`config.mk`:
```
export PLATFORM = sky130hd
export DESIGN_NAME = alu_arbiter
export DESIGN_NICKNAME = d
export VERILOG_FILES = /design/src/rtl/alu_arbiter.sv
export SDC_FILE = /design/constraint.sdc
export NUM_CORES = 1
export LEC_CHECK = 0
export ABC_AREA = 1
export BUFFER_PORTS_ARGS = -buffer_cell sky130_fd_sc_hd__buf_2
export CAP_MARGIN = 20
export CORE_AREA = 2 2 164 166
export CTS_BUF_LIST = sky130_fd_sc_hd__clkbuf_2
export CTS_CLUSTER_DIAMETER = 50
export CTS_CLUSTER_SIZE = 28
export DETAILED_ROUTE_END_ITERATION = 10
export DIE_AREA = 0 0 166 168
export GPL_TIMING_DRIVEN = 0
export HOLD_SLACK_MARGIN = 0.1
export PLACE_DENSITY = 0.6
export SYNTH_ARGS = -nofsm -noshare
export SYNTH_HDL_FRONTEND = slang
export SYNTH_SLANG_ARGS = --single-unit
```
`constraint.sdc`:
```
create_clock -name clk -period 2.7 [get_ports clk]
set_input_delay 0.405 -clock clk [delete_from_list [all_inputs] [get_ports clk]]
set_output_delay 0.405 -clock clk [all_outputs]
set_load 0.01 [all_outputs]
```
`src/rtl/alu_arbiter.sv`:
```
// Round-robin arbiter sharing one external combinational ALU between NUM_REQ issue units.
// Optional performance counters are enabled with `define ALU_ARB_PERF_EN.
module alu_arbiter #(
  parameter int NUM_REQ  = 4,
  parameter int ALU_WAIT = 1
) (
  input  logic                  clk,
  input  logic                  rst_n,
  input  logic [NUM_REQ-1:0]    req_valid,
  output logic [NUM_REQ-1:0]    req_ready,
  input  logic [2*NUM_REQ-1:0]  req_op,
  input  logic [32*NUM_REQ-1:0] req_a,
  input  logic [32*NUM_REQ-1:0] req_b,
  output logic [NUM_REQ-1:0]    rsp_valid,
  input  logic [NUM_REQ-1:0]    rsp_ready,
  output logic [31:0]           rsp_result,
  output logic                  rsp_sign,
  output logic                  rsp_overflow,
  output logic                  rsp_zero,
  output logic [1:0]            alu_op,
  output logic [31:0]           alu_a,
  output logic [31:0]           alu_b,
  input  logic [31:0]           alu_result,
  input  logic                  alu_sign,
  input  logic                  alu_overflow,
  input  logic                  alu_zero
`ifdef ALU_ARB_PERF_EN
  ,
  output logic [31:0]           perf_ops,
  output logic [31:0]           perf_stall
`endif
);

  localparam int IDX_W  = $clog2(NUM_REQ);
  localparam int WAIT_W = (ALU_WAIT > 1) ? $clog2(ALU_WAIT) : 1;

  typedef enum logic [1:0] {IDLE, EXEC, RESP} state_t;

  state_t             state, state_nxt;
  logic [IDX_W-1:0]   rr_ptr;
  logic [IDX_W-1:0]   grant;
  logic [WAIT_W-1:0]  wait_cnt;
  logic [IDX_W-1:0]   winner;
  logic               accept;
  logic               rsp_done;
  logic               grant_rsp_ready;
  logic [1:0]         sel_op;
  logic [31:0]        sel_a;
  logic [31:0]        sel_b;
  logic [NUM_REQ-1:0] grant_onehot;

  // First valid index at or above ptr, wrapping at NUM_REQ.
  function automatic logic [IDX_W-1:0] pick_winner(input logic [NUM_REQ-1:0] v,
                                                   input logic [IDX_W-1:0]   ptr);
    logic [IDX_W-1:0] w;
    logic             found;
    int               idx;
    w     = '0;
    found = 1'b0;
    for (int off = 0; off < NUM_REQ; off++) begin
      idx = (int'(ptr) + off) % NUM_REQ;
      for (int j = 0; j < NUM_REQ; j++) begin
        if (!found && j == idx && v[j]) begin
          found = 1'b1;
          w     = IDX_W'(j);
        end
      end
    end
    return w;
  endfunction

  function automatic logic [NUM_REQ-1:0] onehot(input logic [IDX_W-1:0] idx);
    logic [NUM_REQ-1:0] oh;
    oh = '0;
    for (int i = 0; i < NUM_REQ; i++) begin
      if (idx == IDX_W'(i)) oh[i] = 1'b1;
    end
    return oh;
  endfunction

  function automatic logic [IDX_W-1:0] next_ptr(input logic [IDX_W-1:0] g);
    return (g == IDX_W'(NUM_REQ - 1)) ? '0 : g + 1'b1;
  endfunction

  assign winner       = pick_winner(req_valid, rr_ptr);
  assign grant_onehot = onehot(grant);

  always_comb begin
    sel_op          = '0;
    sel_a           = '0;
    sel_b           = '0;
    grant_rsp_ready = 1'b0;
    for (int i = 0; i < NUM_REQ; i++) begin
      if (winner == IDX_W'(i)) begin
        sel_op = req_op[2*i +: 2];
        sel_a  = req_a[32*i +: 32];
        sel_b  = req_b[32*i +: 32];
      end
      if (grant == IDX_W'(i)) grant_rsp_ready = rsp_ready[i];
    end
  end

  always_ff @(posedge clk or negedge rst_n) begin
    if (!rst_n) state <= IDLE;
    else        state <= state_nxt;
  end

  // req_ready is gated by rst_n so it reads 0 for the whole reset window.
  always_comb begin
    state_nxt = state;
    req_ready = '0;
    accept    = 1'b0;
    rsp_done  = 1'b0;
    case (state)
      IDLE: begin
        if (rst_n && |req_valid) begin
          req_ready = onehot(winner);
          accept    = 1'b1;
          state_nxt = EXEC;
        end
      end
      EXEC: begin
        if (wait_cnt == '0) state_nxt = RESP;
      end
      RESP: begin
        if (grant_rsp_ready) begin
          rsp_done  = 1'b1;
          state_nxt = IDLE;
        end
      end
      default: state_nxt = IDLE;
    endcase
  end

  // Operand capture, ALU wait and result capture.
  always_ff @(posedge clk or negedge rst_n) begin
    if (!rst_n) begin
      rr_ptr       <= '0;
      grant        <= '0;
      wait_cnt     <= '0;
      alu_op       <= '0;
      alu_a        <= '0;
      alu_b        <= '0;
      rsp_valid    <= '0;
      rsp_result   <= '0;
      rsp_sign     <= 1'b0;
      rsp_overflow <= 1'b0;
      rsp_zero     <= 1'b0;
    end else begin
      if (accept) begin
        alu_op   <= sel_op;
        alu_a    <= sel_a;
        alu_b    <= sel_b;
        grant    <= winner;
        wait_cnt <= WAIT_W'(ALU_WAIT - 1);
      end
      if (state == EXEC) begin
        if (wait_cnt == '0) begin
          rsp_result   <= alu_result;
          rsp_sign     <= alu_sign;
          rsp_overflow <= alu_overflow;
          rsp_zero     <= alu_zero;
          rsp_valid    <= grant_onehot;
        end else begin
          wait_cnt <= wait_cnt - 1'b1;
        end
      end
      if (rsp_done) begin
        rsp_valid <= '0;
        rr_ptr    <= next_ptr(grant);
      end
    end
  end

`ifdef ALU_ARB_PERF_EN
  always_ff @(posedge clk or negedge rst_n) begin
    if (!rst_n) begin
      perf_ops   <= '0;
      perf_stall <= '0;
    end else begin
      if (rsp_done) perf_ops <= perf_ops + 32'd1;
      if (state == RESP && !grant_rsp_ready) perf_stall <= perf_stall + 32'd1;
    end
  end
`endif

endmodule
```
==> After elaboration in Yosys (flattened, before gate mapping) <==
Index checks and enable logic that the tools add are counted.
{ "op_classes": {"addsub": 5, "n_eq_ne": 24, "n_mux": 71, "bitwise_logic": 4, "reduce_logical": 62} }
{ "ops": {"columns": ["op", "count"], "rows": [
  ["$mux 32", 8],
  ["$logic_not 32->1", 4],
  ["$mux 2", 22],
  ["$mux 1", 35],
  ["$logic_and 1x1->1", 32],
  ["$mux 4", 5],
  ["$eq 3x3->1 const A", 6],
  ["$logic_not 1->1", 15],
  ["$eq 2x2->1 const B", 5],
  ["$eq 2x3->1 const A", 3],
  ["$eq 2x1->1 const B", 3],
  ["$logic_not 2->1", 3],
  ["$ne 2x2->1 const B", 3],
  ["$pmux 2 s3", 1],
  ["$reduce_or 2->1", 3],
  ["$add 2x1->2 const B", 2],
  ["$add 2x2->2 const B", 2],
  ["$eq 2x2->1 const A", 2],
  ["$reduce_and 2->1", 2],
  ["$reduce_or 4->1", 1],
  ["$and 1x1->1 const A", 3],
  ["$reduce_and 3->1", 1],
  ["$eq 1x2->1 const A", 1],
  ["$ne 2x1->1 const B", 1],
  ["3 further kinds", 3]
]} }
{ "totals": {"regBits": 112, "wordCells": 178} }

==> Depth between registers and ports, before layout <==
{ "depth": {"ltp_word": 68, "mapped_depth": 18, "ltp_nobuf": 17} }

==> Worst setup path after synthesis <==
Ideal clock, no wire load.
{ "synth_timing": {"path_kind": "flip-flop to output port", "start": "reg rr_ptr[1]", "end": "out req_ready[3]", "t_arrival_ns": 2.092, "t_required_ns": 2.295, "path_slack_ns": 0.203, "stages_incl_launch_ff": 17, "path_buffers": 2, "path_cell_list": "dfrtp_1 -> inv_1 -> nand3_1 -> nand3_1 -> nor2_2 -> nand4_1 -> nor2_2 -> nand4_2 -> nor2_4 -> nand3_1 -> nand2_4 -> inv_4 -> nand2_4 -> buf_6 -> buf_6 -> nand2_1 -> a21oi_1"} }
{ "synth_via": {"elab_chain_cells": 67} }
{ "synth_rtl": {"columns": ["element", "line_no", "text"], "rows": [
  ["start: declaration", "40", "logic [IDX_W-1:0] rr_ptr;"],
  ["start signal: assignment", "170", "rr_ptr <= next_ptr(grant);"],
  ["$logic_not 32->1", "63", "if (!found && j == idx && v[j]) begin"],
  ["$logic_and 1x1->1", "63", null],
  ["$mux 1", "63", null],
  ["$logic_not 1->1", "63", null],
  ["$logic_and 1x1->1 (2 in a row)", "63", null],
  ["$mux 1", "63", null],
  ["$logic_not 1->1", "63", null],
  ["$logic_and 1x1->1 (2 in a row)", "63", null],
  ["(+48 left out)", null, null],
  ["$mux 1", "63", null],
  ["$logic_not 1->1", "63", null],
  ["$logic_and 1x1->1 (2 in a row)", "63", null],
  ["$mux 2 *", "63", null],
  ["$eq 2x2->1 *", "76", "if (idx == IDX_W'(i)) oh[i] = 1'b1;"],
  ["$mux 1 *", "76", null],
  ["$mux 4 *", "116", "if (rst_n && |req_valid) begin"],
  ["$mux 4 *", "114", "case (state)"],
  ["end: declaration", "10", "output logic [NUM_REQ-1:0] req_ready,"]
]} }
Every way passes the cells marked *; elsewhere a longest branch is shown, timed or not.

==> Worst setup path in the final report <==
Same ends and word-level chain as after synthesis.

==> reports/metrics.yaml <==
outcome:
  status: "finished with violations"
  violations: "negative setup slack"
drt:
  wire_per_inst_um: 18.84
  wirelength_um: 39380
  drtPass1Iterations: 6
  postRouteAntennaNets: 0
  vias: 10610
  route.detailed.drc: 0
  vias_per_cell: 5.075
  initialDrtViolationCount: 981
global_route:
  grt_usage_pct: 27.20
  grt_start_max_net_pins: 66
  antenna_found_initial: 8
  grt_pass1_wl_um: 59090
  grt_remaining_overflow: 0
  grt_pass1_vias: 10790
critical_path:
  worstPathMaxFanout: 5
  ff2ff_setup_slack_ns: -0.09
  rr_worst_depth: 19
  crit_path_end_kind: "output port"
  cp.arrival_ns: 3.08
  r2r_start: "rr_ptr[1]"
  critPathLaunchType: "flop"
  crit_type: "reg2out"
  worstPathRequired_ns: 2.30
  cp-startpoint: "rr_ptr[1]"
timing:
  max-slew-margin-rel_pct: 61.31
  grt_setup_unrepaired: "yes"
  fin_worst_skew_ns: 0.1014
  hold_ws_ns: 0.1240
  max_slew.worst_pin.slew_ns: 0.5803
  fin_ws_ns: -0.7813
  setup_viol: 33
  slew_violations: 0
  fmax_mhz: 287.3
  hold_violations: 0
  fin_crit_sh_pct: 128.9
  fin_crit_ns: 3.481
  timing.setup.tns_ns: -3.858
hold_path:
  min_path_type: "in2reg"
  whs_path_depth: 5
  hold_start: "req_b[121]"
placed_design:
  gp_congestion: 0.9089
  hpwl_um: 25740
  dpl_cell_area_sq_um: 9956
  port_buffers: 417
cts:
  cts-root-buf: "clkbuf_2"
  htree_num_levels: 3
  clkLatencyLatePin_ns: 0.70
  clk_pin_slew_worst_paths_ns: 0.36
  clockBufferDepth: 2
  cts_buffers: 9
  cts_tree: "yes"
  cts.sinks: 112
logic_synthesis:
  ys_seq_elements: 112
  ys_types: 28
  synth_top_area_share_pct: 37.83
  netlist_top_cells_area: "dfrtp_1 38%, nand3_1 13%, nand4_1 11%"
  yosysWarnings: 0
  syn-cell-area_sq_um: 7408
  syn_nets: 1331
  yosysTopAreaCell: "dfrtp_1"
  syn_inst: 1018
  syn_avg_cell_area_sq_um: 7.277
  seq_area_frac_synth_pct: 37.83
final_layout:
  drive_gt1_share_pct: 37.82
  fin_nets: 2053
  num-fill-cells: 2438
  stdcell_area_sq_um: 13640
  area_growth_syn_to_layout_pct: 84.14
power_and_ir_drop:
  power.internal_mw: 8.012
  power.density_nw_per_um2: 1204
  clock_power_share_pct: 5.7
  seqPwrFrac_pct: 18.0
  sw_frac_of_total_pct: 51.21
  leakage_nw: 6.848
  p_sw_mw: 8.410
  vdd_ir_drop_max_v: 0.0007911
  comb_power_share_pct: 76.4
die:
  initial_core_util_pct: 28.11
  core_sq_um: 26350
  die_w_um: 166
  io_pins: 418
  die_area_sq_um: 27890
  dieHeight_um: 168
  core.rowCount: 60
flow_run:
  maxCapViolations: 0
-- logic make-up after synthesis --
family / Yosys count / synth area share [%]
flops: 112 / 37.83
buf+inv: 181 / 10.08
mux: 35 / 5.320
compound gates: 23 / 2.078
simple gates: 663 / 44.01
fa+ha+maj: 4 / 0.6756
-- Yosys cell counts (all sizes together) --
library cell and count:
mux2 35, dfrtp 112, o211ai 1, nand2 109, clkbuf 42, nor3 2
nor2 161, a32oi 2, ha 4, o2111ai 1, nand4 131, or2 62
buf 43, o21ai 8, nand3 198, a21oi 9, o311ai 1, a41oi 1
inv 96
-- final cells by class --
class                   count  area (sq um)  area share, %
inverters                  96         379.1          2.779
flip-flops and latches    112          2805          20.56
multi-input cells         725          3988          29.23
clock inverters             7         98.84         0.7246
plain buffers              85         739.5          5.421
diodes                      4         10.01        0.07337
repair buffers            711          5150          37.75
clock buffers               9         45.04         0.3302
well taps                 341         426.7          3.128
-- power by group through the flow --
stage | clock (mW) | sequential (mW) | combinational [mW]
after CTS | 0.972 | 2.93 | 11.9
after global placement | 0 | 2.92 | 9.90
after detailed placement | 0 | 2.96 | 9.98
final | 0.935 | 2.95 | 12.5
after global routing | 1.03 | 3.06 | 13.6
after floorplan | 0 | 3.31 | 5.99
-- final timing paths --
kind,to
max in group asynchronous,rsp_valid[3]
hold / removal,alu_b[25]
setup reg to reg,alu_a[26]
setup / recovery,req_ready[3]
min in group asynchronous,alu_a[10]
hold reg to reg,rsp_valid[1]
-- worst max-delay path, stage by stage (launching register included) --
cell	delay (ns)
dfrtp_2	0.54
inv_2	0.08
nand3_2	0.08
nand3_2	0.07
nor2_2	0.09
nand4_1	0.13
nor2_2	0.14
nand4_2	0.14
nor2_2	0.21
nor2_2	0.09
nand2_4	0.16
inv_12	0.06
nand2_8	0.08
buf_12	0.11
buf_8	0.10
nand2_4	0.04
a21oi_2	0.12
buf_2	0.16
-- layout by cell type, fill, tap and decap left out, types with 2 or more instances in the layout --
cell type      netlist  routed
nor2_2               4       7
buf_2               25     427
a21oi_1              9       8
inv_1               94      92
buf_1               11       5
clkbuf_16            0       4
nor2_1             156     150
buf_16               0       5
clkinv_8             0       2
nor2_4               1       4
nand2_2              0       3
nor3_1               2       2
dfrtp_1            112     110
buf_8                0      11
a32oi_1              2       2
ha_1                 4       4
buf_4                5      19
dlygate4sd3_1        0     266
clkinvlp_4           0       2
clkbuf_4             0       4
clkbuf_2             0      19
clkbuf_8             0       2
clkbuf_1            42      17
o21ai_0              8       7
nand4_1            130     130
nand2_4              2       2
diode_2              0       4
nand3_1            198     186
buf_6                2      19
buf_12               0       7
nand3_2              0      11
dfrtp_2              0       2
mux2_2              35      35
or2_2               62      62
nand2_1            107     103
-- flip-flops by register name, summed over array words and instances (netlist names), 2 cells and up --
name	cells
alu_a	32
grant	2
alu_b	32
rsp_result	32
rsp_valid	4
alu_op	2
rr_ptr	2
state	2
-- timing repair --
item                                    4_1_cts  5_1_grt
gates cloned                                  0        1
hold buffers                                270        0
endpoints found under the setup margin       72       70
resized for setup                           121       65
pin swaps                                    14        7
endpoints found under the hold margin       214        0
setup buffers                                20        3
-- per-layer routing --
metal	part of all wire (%)	routed length, um	vias to the layer above	track usage, %
met4	5.2	2061	6	14.63
met5	0.097	38	-	0
met3	7.8	3054	181	5.172
met2	49	19290	726	48.48
li1	-	-	4894	-
met1	38	14940	4800	30.82
-- through the flow --
| stage | std cells | setup slack [ns] | total power, mW | utilization [%] |
|---|---|---|---|---|
| CTS | 2083 | -0.9363 | 15.79 | 51.01 |
| global placement | 1776 | -2.836 | 12.82 | 37.65 |
| finish | 2090 | -0.7813 | 16.42 | 51.77 |
| global route | 2090 | -1.073 | 17.64 | 51.77 |
| floorplan | 1018 | 0.2028 | 9.308 | - |
| detailed placement | 1777 | -1.501 | 12.93 | 37.78 |
Note: power is estimated with default switching activity, not from simulation.
